<file path="config.mk">
export PLATFORM = sky130hd
export DESIGN_NAME = fu_md_iter
export DESIGN_NICKNAME = d
export VERILOG_FILES = /design/src/rtl/md_types.sv /design/src/rtl/md_div_iter.sv /design/src/rtl/fu_md_iter.sv
export SDC_FILE = /design/constraint.sdc
export NUM_CORES = 2
export LEC_CHECK = 0
export ABC_CLOCK_PERIOD_IN_PS = 17600
export BUFFER_PORTS_ARGS = -buffer_cell sky130_fd_sc_hd__buf_2
export CORE_UTILIZATION = 47
export DETAILED_ROUTE_END_ITERATION = 16
export PLACE_DENSITY = 0.6
export SYNTH_ARGS = -nofsm -noshare
export SYNTH_HDL_FRONTEND = slang
export SYNTH_SLANG_ARGS = --single-unit
</file>
<file path="constraint.sdc">
create_clock -name clk -period 17.6 [get_ports clk]
set_input_delay 1.76 -clock clk [delete_from_list [all_inputs] [get_ports clk]]
set_output_delay 1.76 -clock clk [all_outputs]
set_load 0.03 [all_outputs]
</file>
<file path="src/rtl/md_types.sv">
// Shared types for the iterative multiply/divide unit: funct3-aligned opcodes,
// FSM states and opcode bit positions.
package md_types;

    typedef enum logic [2:0] {
        MD_MUL    = 3'd0,
        MD_MULH   = 3'd1,
        MD_MULHSU = 3'd2,
        MD_MULHU  = 3'd3,
        MD_DIV    = 3'd4,
        MD_DIVU   = 3'd5,
        MD_REM    = 3'd6,
        MD_REMU   = 3'd7
    } md_op_t;

    typedef enum logic [1:0] {
        ST_IDLE = 2'd0,
        ST_MUL  = 2'd1,
        ST_DIV  = 2'd2,
        ST_DONE = 2'd3
    } md_state_t;

    // Bit 2 selects divide ops; within divides, bit 1 selects remainder and bit 0 unsigned.
    localparam int MD_OP_IS_DIV = 2;
    localparam int MD_OP_IS_REM = 1;
    localparam int MD_OP_IS_UNS = 0;

endpackage

</file>
<file path="src/rtl/md_div_iter.sv">
// Radix-2 restoring divider core on unsigned magnitudes: one quotient bit per
// cycle, XLEN cycles after start, then done is held for one cycle.
module md_div_iter #(
    parameter int XLEN = 32
) (
    input  logic            clk,
    input  logic            rst_n,
    input  logic            flush,
    input  logic            start,
    input  logic [XLEN-1:0] dividend,
    input  logic [XLEN-1:0] divisor,
    output logic            done,
    output logic [XLEN-1:0] quotient,
    output logic [XLEN-1:0] remainder
);

    localparam int CNT_W = $clog2(XLEN + 1);

    logic            busy_q, busy_d;
    logic [CNT_W-1:0] cnt_q, cnt_d;
    logic [XLEN-1:0] quo_q, quo_d;
    logic [XLEN-1:0] rem_q, rem_d;
    logic [XLEN-1:0] dvs_q, dvs_d;
    logic [XLEN:0]   trial;

    always_ff @(posedge clk or negedge rst_n) begin
        if (!rst_n) begin
            busy_q <= 1'b0;
            cnt_q  <= '0;
            quo_q  <= '0;
            rem_q  <= '0;
            dvs_q  <= '0;
        end else begin
            busy_q <= busy_d;
            cnt_q  <= cnt_d;
            quo_q  <= quo_d;
            rem_q  <= rem_d;
            dvs_q  <= dvs_d;
        end
    end

    assign done = busy_q && (cnt_q == CNT_W'(XLEN));

    // quo_q shifts the dividend out at the top while quotient bits enter at the bottom.
    always_comb begin
        busy_d = busy_q;
        cnt_d  = cnt_q;
        quo_d  = quo_q;
        rem_d  = rem_q;
        dvs_d  = dvs_q;
        trial  = {rem_q, quo_q[XLEN-1]} - {1'b0, dvs_q};
        if (flush) begin
            busy_d = 1'b0;
            cnt_d  = '0;
        end else if (start) begin
            busy_d = 1'b1;
            cnt_d  = '0;
            quo_d  = dividend;
            rem_d  = '0;
            dvs_d  = divisor;
        end else if (done) begin
            busy_d = 1'b0;
        end else if (busy_q) begin
            cnt_d = cnt_q + CNT_W'(1);
            if (!trial[XLEN]) begin
                rem_d = trial[XLEN-1:0];
                quo_d = {quo_q[XLEN-2:0], 1'b1};
            end else begin
                rem_d = {rem_q[XLEN-2:0], quo_q[XLEN-1]};
                quo_d = {quo_q[XLEN-2:0], 1'b0};
            end
        end
    end

    assign quotient  = quo_q;
    assign remainder = rem_q;

endmodule

</file>
<file path="src/rtl/fu_md_iter.sv">
// RV M-extension functional unit: fixed-latency multiply, iterative divide.
// Optional FU_MD_DIV_EARLY_OUT_EN: trivial divides finish one cycle after accept.
module fu_md_iter
    import md_types::*;
#(
    parameter int XLEN       = 32,
    parameter int MUL_STAGES = 2,
    parameter int PRF_IDX_W  = 6,
    parameter int ROB_IDX_W  = 5
) (
    input  logic                 clk,
    input  logic                 rst_n,
    input  logic                 flush,
    input  logic                 prv_valid,
    output logic                 prv_ready,
    input  logic [2:0]           fu_opcode,
    input  logic [XLEN-1:0]      rs1_value,
    input  logic [XLEN-1:0]      rs2_value,
    input  logic [PRF_IDX_W-1:0] rd_phy,
    input  logic [ROB_IDX_W-1:0] rob_id,
    output logic                 nxt_valid,
    input  logic                 nxt_ready,
    output logic [XLEN-1:0]      out_data,
    output logic [PRF_IDX_W-1:0] out_rd_phy,
    output logic [ROB_IDX_W-1:0] out_rob_id
);

    localparam int MUL_CNT_W = (MUL_STAGES > 1) ? $clog2(MUL_STAGES) : 1;
    localparam logic [XLEN-1:0] X_MIN = {1'b1, {(XLEN-1){1'b0}}};

    md_state_t            state_q, state_d;
    logic [MUL_CNT_W-1:0] mul_cnt_q, mul_cnt_d;
    md_op_t               op_q, op_d;
    logic [XLEN-1:0]      rs1_q, rs1_d, rs2_q, rs2_d;
    logic                 a_neg_q, a_neg_d, b_neg_q, b_neg_d, early_q, early_d;
    logic [XLEN-1:0]      out_data_q, out_data_d;
    logic [PRF_IDX_W-1:0] out_rd_phy_q, out_rd_phy_d;
    logic [ROB_IDX_W-1:0] out_rob_id_q, out_rob_id_d;

    logic                 accept, in_is_div, in_signed, in_a_neg, in_b_neg, in_early;
    logic [XLEN-1:0]      in_mag_a, in_mag_b;
    logic                 div_start, div_done;
    logic [XLEN-1:0]      div_quo, div_rem;
    logic                 mul_sa, mul_sb, div_ovf;
    logic [2*XLEN-1:0]    mul_a, mul_b, mul_p;
    logic [XLEN-1:0]      mul_res, div_q_res, div_r_res, div_res;

    assign accept    = prv_valid && prv_ready;
    assign in_is_div = fu_opcode[MD_OP_IS_DIV];
    assign in_signed = !fu_opcode[MD_OP_IS_UNS];
    assign in_a_neg  = in_is_div && in_signed && rs1_value[XLEN-1];
    assign in_b_neg  = in_is_div && in_signed && rs2_value[XLEN-1];
    assign in_mag_a  = in_a_neg ? -rs1_value : rs1_value;
    assign in_mag_b  = in_b_neg ? -rs2_value : rs2_value;

`ifdef FU_MD_DIV_EARLY_OUT_EN
    assign in_early = (rs2_value == '0)
                   || (in_signed && rs1_value == X_MIN && rs2_value == '1)
                   || (in_mag_a < in_mag_b);
`else
    assign in_early = 1'b0;
`endif

    assign div_start = accept && in_is_div && !in_early;

    md_div_iter #(.XLEN(XLEN)) u_div (
        .clk       (clk),
        .rst_n     (rst_n),
        .flush     (flush),
        .start     (div_start),
        .dividend  (in_mag_a),
        .divisor   (in_mag_b),
        .done      (div_done),
        .quotient  (div_quo),
        .remainder (div_rem)
    );

    // Sign-extend to 2*XLEN so one unsigned multiply covers all four signedness mixes.
    always_comb begin
        mul_sa  = (op_q == MD_MULH) || (op_q == MD_MULHSU);
        mul_sb  = (op_q == MD_MULH);
        mul_a   = {{XLEN{mul_sa & rs1_q[XLEN-1]}}, rs1_q};
        mul_b   = {{XLEN{mul_sb & rs2_q[XLEN-1]}}, rs2_q};
        mul_p   = mul_a * mul_b;
        mul_res = (op_q == MD_MUL) ? mul_p[XLEN-1:0] : mul_p[2*XLEN-1:XLEN];
    end

    always_comb begin
        div_ovf = !op_q[MD_OP_IS_UNS] && (rs1_q == X_MIN) && (rs2_q == '1);
        if (rs2_q == '0) begin
            div_q_res = '1;
            div_r_res = rs1_q;
        end else if (div_ovf) begin
            div_q_res = rs1_q;
            div_r_res = '0;
        end else if (early_q) begin
            div_q_res = '0;
            div_r_res = rs1_q;
        end else begin
            div_q_res = (a_neg_q ^ b_neg_q) ? -div_quo : div_quo;
            div_r_res = a_neg_q ? -div_rem : div_rem;
        end
        div_res = op_q[MD_OP_IS_REM] ? div_r_res : div_q_res;
    end

    always_ff @(posedge clk or negedge rst_n) begin
        if (!rst_n) begin
            state_q      <= ST_IDLE;
            mul_cnt_q    <= '0;
            op_q         <= MD_MUL;
            rs1_q        <= '0;
            rs2_q        <= '0;
            a_neg_q      <= 1'b0;
            b_neg_q      <= 1'b0;
            early_q      <= 1'b0;
            out_data_q   <= '0;
            out_rd_phy_q <= '0;
            out_rob_id_q <= '0;
        end else begin
            state_q      <= state_d;
            mul_cnt_q    <= mul_cnt_d;
            op_q         <= op_d;
            rs1_q        <= rs1_d;
            rs2_q        <= rs2_d;
            a_neg_q      <= a_neg_d;
            b_neg_q      <= b_neg_d;
            early_q      <= early_d;
            out_data_q   <= out_data_d;
            out_rd_phy_q <= out_rd_phy_d;
            out_rob_id_q <= out_rob_id_d;
        end
    end

    always_comb begin
        state_d = state_q;
        if (flush) begin
            state_d = ST_IDLE;
        end else begin
            case (state_q)
                ST_IDLE: if (accept) state_d = in_is_div ? ST_DIV : ST_MUL;
                ST_MUL:  if (mul_cnt_q == MUL_CNT_W'(MUL_STAGES - 1)) state_d = ST_DONE;
                ST_DIV:  if (early_q || div_done) state_d = ST_DONE;
                ST_DONE: begin
                    if (accept)         state_d = in_is_div ? ST_DIV : ST_MUL;
                    else if (nxt_ready) state_d = ST_IDLE;
                end
                default: state_d = ST_IDLE;
            endcase
        end
    end

    // Tags are captured at accept; out_data is written only on entry to DONE.
    always_comb begin
        mul_cnt_d    = mul_cnt_q;
        op_d         = op_q;
        rs1_d        = rs1_q;
        rs2_d        = rs2_q;
        a_neg_d      = a_neg_q;
        b_neg_d      = b_neg_q;
        early_d      = early_q;
        out_data_d   = out_data_q;
        out_rd_phy_d = out_rd_phy_q;
        out_rob_id_d = out_rob_id_q;
        if (flush) begin
            mul_cnt_d = '0;
            early_d   = 1'b0;
        end else begin
            if (accept) begin
                op_d         = md_op_t'(fu_opcode);
                rs1_d        = rs1_value;
                rs2_d        = rs2_value;
                a_neg_d      = in_a_neg;
                b_neg_d      = in_b_neg;
                early_d      = in_is_div && in_early;
                mul_cnt_d    = '0;
                out_rd_phy_d = rd_phy;
                out_rob_id_d = rob_id;
            end
            if (state_q == ST_MUL) begin
                if (mul_cnt_q == MUL_CNT_W'(MUL_STAGES - 1)) begin
                    mul_cnt_d  = '0;
                    out_data_d = mul_res;
                end else begin
                    mul_cnt_d = mul_cnt_q + MUL_CNT_W'(1);
                end
            end
            if (state_q == ST_DIV && (early_q || div_done)) begin
                out_data_d = div_res;
            end
        end
    end

    always_comb begin
        prv_ready = !flush && ((state_q == ST_IDLE) || (state_q == ST_DONE && nxt_ready));
        nxt_valid = (state_q == ST_DONE);
    end

    assign out_data   = out_data_q;
    assign out_rd_phy = out_rd_phy_q;
    assign out_rob_id = out_rob_id_q;

endmodule

</file>
Yosys cells after proc, flatten, opt, wreduce, memory -nomap -nowiden
Index checks and enable logic that the tools add are counted.

operators by class
  add/sub/neg operators = 7
  multiply operators = 1
  equality and inequality tests = 14
  mux-type cells = 43
  bitwise gates (word level) = 4
  reduce and logical (&&, ||, !) cells = 33

operators with widths
  cell                                                    number
  two-way mux 32 bit                                      22
  negation 32 bit                                         4
  equality test 32 bit (second input constant)            2
  multiplier 33 x 33 -> 64 bit                            1
  subtractor 33 x 32 -> 33 bit                            1
  logical NOT 32 bit                                      1
  two-way mux 6 bit                                       4
  two-way mux 2 bit                                       7
  inequality test 3 bit (second input constant)           4
  logical AND 1 bit                                       11
  two-way mux 1 bit                                       9
  nonzero test 3 bit                                      3
  case mux 2 bit (4 select lines)                         1
  nonzero test 2 bit                                      4
  adder 6 x 1 -> 6 bit (second input constant)            1
  equality test 6 bit (second input constant)             1
  AND reduction 2 bit                                     3
  AND reduction 3 bit                                     2
  equality test 2 bit (second input constant)             2
  inequality test 4 x 2 -> 1 bit (second input constant)  1
  AND reduction 4 bit                                     1
  equality test 3 x 1 -> 1 bit (second input constant)    1
  equality test 3 x 2 -> 1 bit (second input constant)    1
  logical NOT 1 bit                                       3
  other kinds (9)                                         12

word-level totals
  flip-flop bits (word level) = 219
  bits of input ports = 83
  output and inout port bits = 45
  logic and storage cells = 118

Logic depth before layout (Yosys ltp)
  depth in word-level cells = 8
  depth in mapped cells = 33
  gate-level depth less buffers = 30

Cells and area by module
Synthesis repeated with hierarchy kept, for this count alone.

unflattened totals
  cells, all modules = 5,972
  area total of the unflattened synthesis = 52,912.0 sq um

by module, submodules not included
  module       instances  cells an instance  area each (sq um)  seq. area each (sq um)
  fu_md_iter   1          5,279              46,682.3           2,877.8
  md_div_iter  1          693                6,229.7            2,577.5

Worst setup path after synthesis
No wires, ideal clock.

  path type = register -> register
  start point = reg op_q[0]
  end point = reg out_data_q[27], in the netlist out_data[27]
  setup time = 0.123 ns
  arrival = 8.778 ns
  data required time = 17.477 ns
  path slack = 8.699 ns
  stages on the path, launching flop included = 32
  path buffers = 3
  clock period less this slack = 8.901 ns
  cells stage by stage = dfrtp_1 > clkbuf_1 > xnor2_1 > nor2_1 > and2_0 > clkbuf_1 > nand2_1 > fa_1 > fa_1 > inv_1 > fa_1 > inv_1 > fa_1 > inv_1 > fa_1 > fa_1 > fa_1 > inv_1 > fa_1 > inv_1 > ha_1 > and2_1 > clkbuf_1 > a221o_1 > a31o_2 > a211oi_1 > o21ai_0 > o21ba_2 > o21ai_2 > xnor2_1 > a21oi_1 > o221a_1

on the way
  word-level cells in the longest chain between the ends = 8
  elaborated cells between the ends (all ways) = 19
  classes of those cells = mul (1); eq/ne (2); mux (9); bitwise (2); reduce/logical (5)

RTL lines
  element                                                                       line                                source
  start, declared                                                               fu_md_iter.sv:33                    md_op_t op_q, op_d;
  start signal, assigned                                                        fu_md_iter.sv:122                   op_q <= op_d;
  equality test 3 x 1 -> 1 bit or equality test 3 x 2 -> 1 bit (tied branches)  fu_md_iter.sv:80, fu_md_iter.sv:81
  logical OR 1 bit                                                              fu_md_iter.sv:80                    mul_sa = (op_q == MD_MULH) || (op_q == MD_MULHSU);
  bitwise AND 1 bit                                                             fu_md_iter.sv:82                    mul_a = {{XLEN{mul_sa & rs1_q[XLEN-1]}}, rs1_q};
  multiplier 33 x 33 -> 64 bit                                                  fu_md_iter.sv:84                    mul_p = mul_a * mul_b;
  two-way mux 32 bit                                                            fu_md_iter.sv:85                    mul_res = (op_q == MD_MUL) ? mul_p[XLEN-1:0] : mul_p[2*XLEN-1:XLEN];
  two-way mux 32 bit                                                            fu_md_iter.sv:180                   if (mul_cnt_q == MUL_CNT_W'(MUL_STAGES - 1)) begin
  two-way mux 32 bit                                                            fu_md_iter.sv:179                   if (state_q == ST_MUL) begin
  two-way mux 32 bit (*)                                                        fu_md_iter.sv:187                   if (state_q == ST_DIV && (early_q || div_done)) begin
  end signal, assigned                                                          fu_md_iter.sv:128                   out_data_q <= out_data_d;
  end, declared                                                                 fu_md_iter.sv:36                    logic [XLEN-1:0] out_data_q, out_data_d;

Every way passes the cells marked *; elsewhere a longest branch is shown, timed or not. The select of a mux whose other input is x is not followed.
A chain may end at the register's enable or synchronous reset.

Final worst setup path
  start point = reg op_q[1]
  end point = reg out_data_q[27], in the netlist out_data[27]

Same word-level chain as after synthesis.

==> key figures <==
Timing
  – Max-slew violations: 0
  – Slew at the pin closest to its max-slew limit: 1160 ps
  – Final setup violating endpoints: 0
  – Ratio of final minimum period to clock period: 0.594
  – Setup repair after global routing missed its margin: no
  – Setup TNS: 0 ps
  – Clock skew: roughly 13 ps
  – Highest Clock Rate: 0.0957 GHz
  – Fin. Hold Viols: 0
  – Time the worst path needs with I/O delays and setup: roughly 10,000 ps
  – Worst-case headroom to the max-slew limit: 0.225

Critical path
  – Worst setup SP type: flop
  – Data required time of the worst path: 18,050 ps
  – Largest fanout of any net on the critical path: 55
  – Cell type group with the largest total delay on the critical path: adder cells
  – Arrival time of data at the critical path endpoint: 10,900 ps
  – Most repeated library cell on the critical path: fa_1
  – Sort of element at the end of the critical path: flop
  – Biggest cell delay along the critical path: around 990 ps
  – Crit Path Category: reg -> reg
  – Critical-path cell with the highest stage delay: dfrtp_2
  – Flop2flop setup slack: 7150 ps
  – Number of buffer and inverter stages on the critical path: 9

Yosys
  – Number of flip-flops and latches in the synthesized netlist: between 200 and 250
  – Proportion of synthesized chip area in sequential cells: 0.103
  – Post-synth EDFFs: 0
  – Post-synth ARST share: 1.00
  – Synthesized area per cell: 8.58 sq um
  – Area fraction of the dominant cell type after synthesis: 0.425
  – Distinct cells, synth: 90
  – Primary FF master, synth: dfrtp_1
  – Largest cells by area after synthesis: fa_1 43%, dfrtp_1 10%, inv_1 8.8%
  – Synthesized Nets: 7,641
  – Cell accounting for the most synthesized area: fa_1
  – Yosys warnings: 0
  – Netlist area before placement: 53,000 sq um
  – Synthesized instance count: 6,178

Placed design
  – RD Place Congestion: 0.953
  – Port bufs: 127
  – Half-perimeter wire length of the detailed placement result: 125,000 microns

Outcome
  – Status: finished, final reports clean

Final layout
  – Multi-input gate area in the final layout: 41,400 sq um
  – Fill cells: 10,700
  – Total Nets Final: about 7,500
  – Seq. cell area: 5460 sq um
  – Number of antenna repair diodes: 0
  – Synthesis-to-layout area growth: 4.89%
  – Fraction of final layout cells with drive strength greater than 1: 0.0518

Route
  – Total via count after detailed routing: 41,600
  – DR WL/cell: 21.0 microns
  – Antenna violation net count after detailed routing: 0
  – DRC errors left: 0
  – Detailed Route WL: 159,000 microns
  – Routed via count divided by cell count: 5.51
  – Violation count after the first detailed-route iteration: 2,950
  – Detailed Routing Iterations Pass 1: 6

Floorplan
  – Core region area: 111,000 sq um
  – Die span in x: 338 microns
  – Effective utilization at floorplan: 0.476
  – Row Count: 122
  – Count of boundary I/O pins: 128
  – Area of the die: 114,000 sq um
  – Y dimension of the die: roughly 340 microns

Global route
  – Global-route wire length before repair: 254,000 microns
  – GRT overflow: 0
  – Global routing usage summed across all routing layers: 0.290
  – Maximum number of pins on one net before global-route repair: 94
  – Via count of the first global-routing pass: 43,500
  – Antenna violations before repair: 7

Clocking
  – Clock network latency to the later pin of the worst-skew pair: approximately 570 ps
  – Number of sinks driven by the clock tree: 218
  – CTS tree: done
  – Cts repair resizes: 0
  – Post-CTS setup buffers: 0
  – H-Tree Level Count: 1
  – Clock transition at path regs: 60 ps
  – Library cell used as clock root buffer: clkbuf_16
  – Number of buffers inserted by hold repair at cts: 0
  – Number of buffers inserted during clock tree synthesis: 27
  – Max Root-Sink Buffers: 3

Flow run
  – Max-capacitance violation count: 0

Hold path
  – HP Class: reg -> reg
per-layer routing:
| metal | track usage | vias to the layer above | part of all wire |
|---|---|---|---|
| met5 | 0 | - | 0.00018 |
| met4 | 0.0852 | 4 | 0.035 |
| li1 | - | 18400 | - |
| met1 | 0.393 | 21600 | 0.42 |
| met3 | 0.0295 | 254 | 0.057 |
| met2 | 0.491 | 1343 | 0.48 |
registers in the layout, summed over array words and instances, names as in the netlist:
name / count
rs2_q: 32
a_neg_q: 1
u_div.busy_q: 1
u_div.quotient: 32
out_data: 32
out_rob_id: 5
u_div.cnt_q: 6
u_div.remainder: 32
mul_cnt_q: 1
state_q: 2
u_div.dvs_q: 32
rs1_q: 32
b_neg_q: 1
out_rd_phy: 6
op_q: 3
worst paths after layout:
path / startpoint / to / cells past startpoint
worst max-delay path: op_q[1] / out_data[27] / 32
worst min-delay path: u_div.dvs_q[21] / u_div.dvs_q[21] / 2
worst max register to register: op_q[1] / out_data[27] / 32
worst min register to register: u_div.dvs_q[21] / u_div.dvs_q[21] / 2
max in group asynchronous: rst_n / rs1_q[10] / 2
min in group asynchronous: rst_n / u_div.remainder[5] / 1
kinds of logic (layout without fill, tap and decap cells):
logic type / count (synthesis) / count (layout) / share of synthesized area
and+or+nand+nor: 2003 / 2003 / 0.171
buffers and inverters: 1625 / 1512 / 0.117
adders and majority gates: 1380 / 1380 / 0.485
AOI/OAI and AO/OA: 710 / 710 / 0.0834
DFF: 218 / 218 / 0.103
xor gates and xnor gates: 213 / 213 / 0.0352
muxes: 29 / 29 / 0.00552
worst min-delay path, cell delays in order (launching register included):
cell	delay, ps
dfrtp_1	340
nand2_1	50
o21ai_0	60
synth_stat cells, drive strengths merged, types with 96 or more instances:
master / count
nand2: 1215
xor2: 96
fa: 1126
clkbuf: 367
and2: 311
dfrtp: 218
o21ai: 215
inv: 1246
nor2: 173
ha: 254
a21oi: 198
xnor2: 117
placed cells by master (no fill, tap or decap), types with 13 or more instances in the layout:
master,n
inv_1,1246
nand2_1,1212
fa_1,1126
and2_1,308
ha_1,254
dfrtp_1,215
o21ai_0,211
a21oi_1,197
nor2_1,172
buf_2,126
xnor2_1,117
xor2_1,96
buf_4,89
nor3_1,60
a31oi_1,52
nand3_1,42
a21o_1,34
o31ai_1,31
and3_1,28
nand4_1,28
nor4_1,27
mux2i_1,27
clkbuf_16,27
a221oi_1,25
or3_1,19
a211oi_1,19
o21bai_1,19
nand2b_1,18
or2_2,15
nor2b_1,15
o211ai_1,15
or4_1,13
o21a_1,13
through the flow:
stage                     worst slack [ps]  cell area [sq um]  utilization  hold slack [ps]  instances
final                                 7150              55600        0.500              475       7553
after global routing                  6560              55600        0.500              496       7553
after CTS                             7190              55600        0.500              478       7553
after detailed placement              7210              54700        0.492              459       7503
after global placement                7360              54700        0.492              457       7503
after floorplan                       8700              53000            -              450       6178
area by class of cell:
type,instances,area share
tap,1488,0.0335
timing repair buffer,216,0.0236
clock buffer,38,0.0138
inverter,1246,0.0841
multi-input combinational,4335,0.745
sequential,218,0.0982
clock inverter,12,0.00223
Power is left out: the tool's default activity adds up to more than one toggle a clock period on the data nets, which glitch-free logic cannot reach.
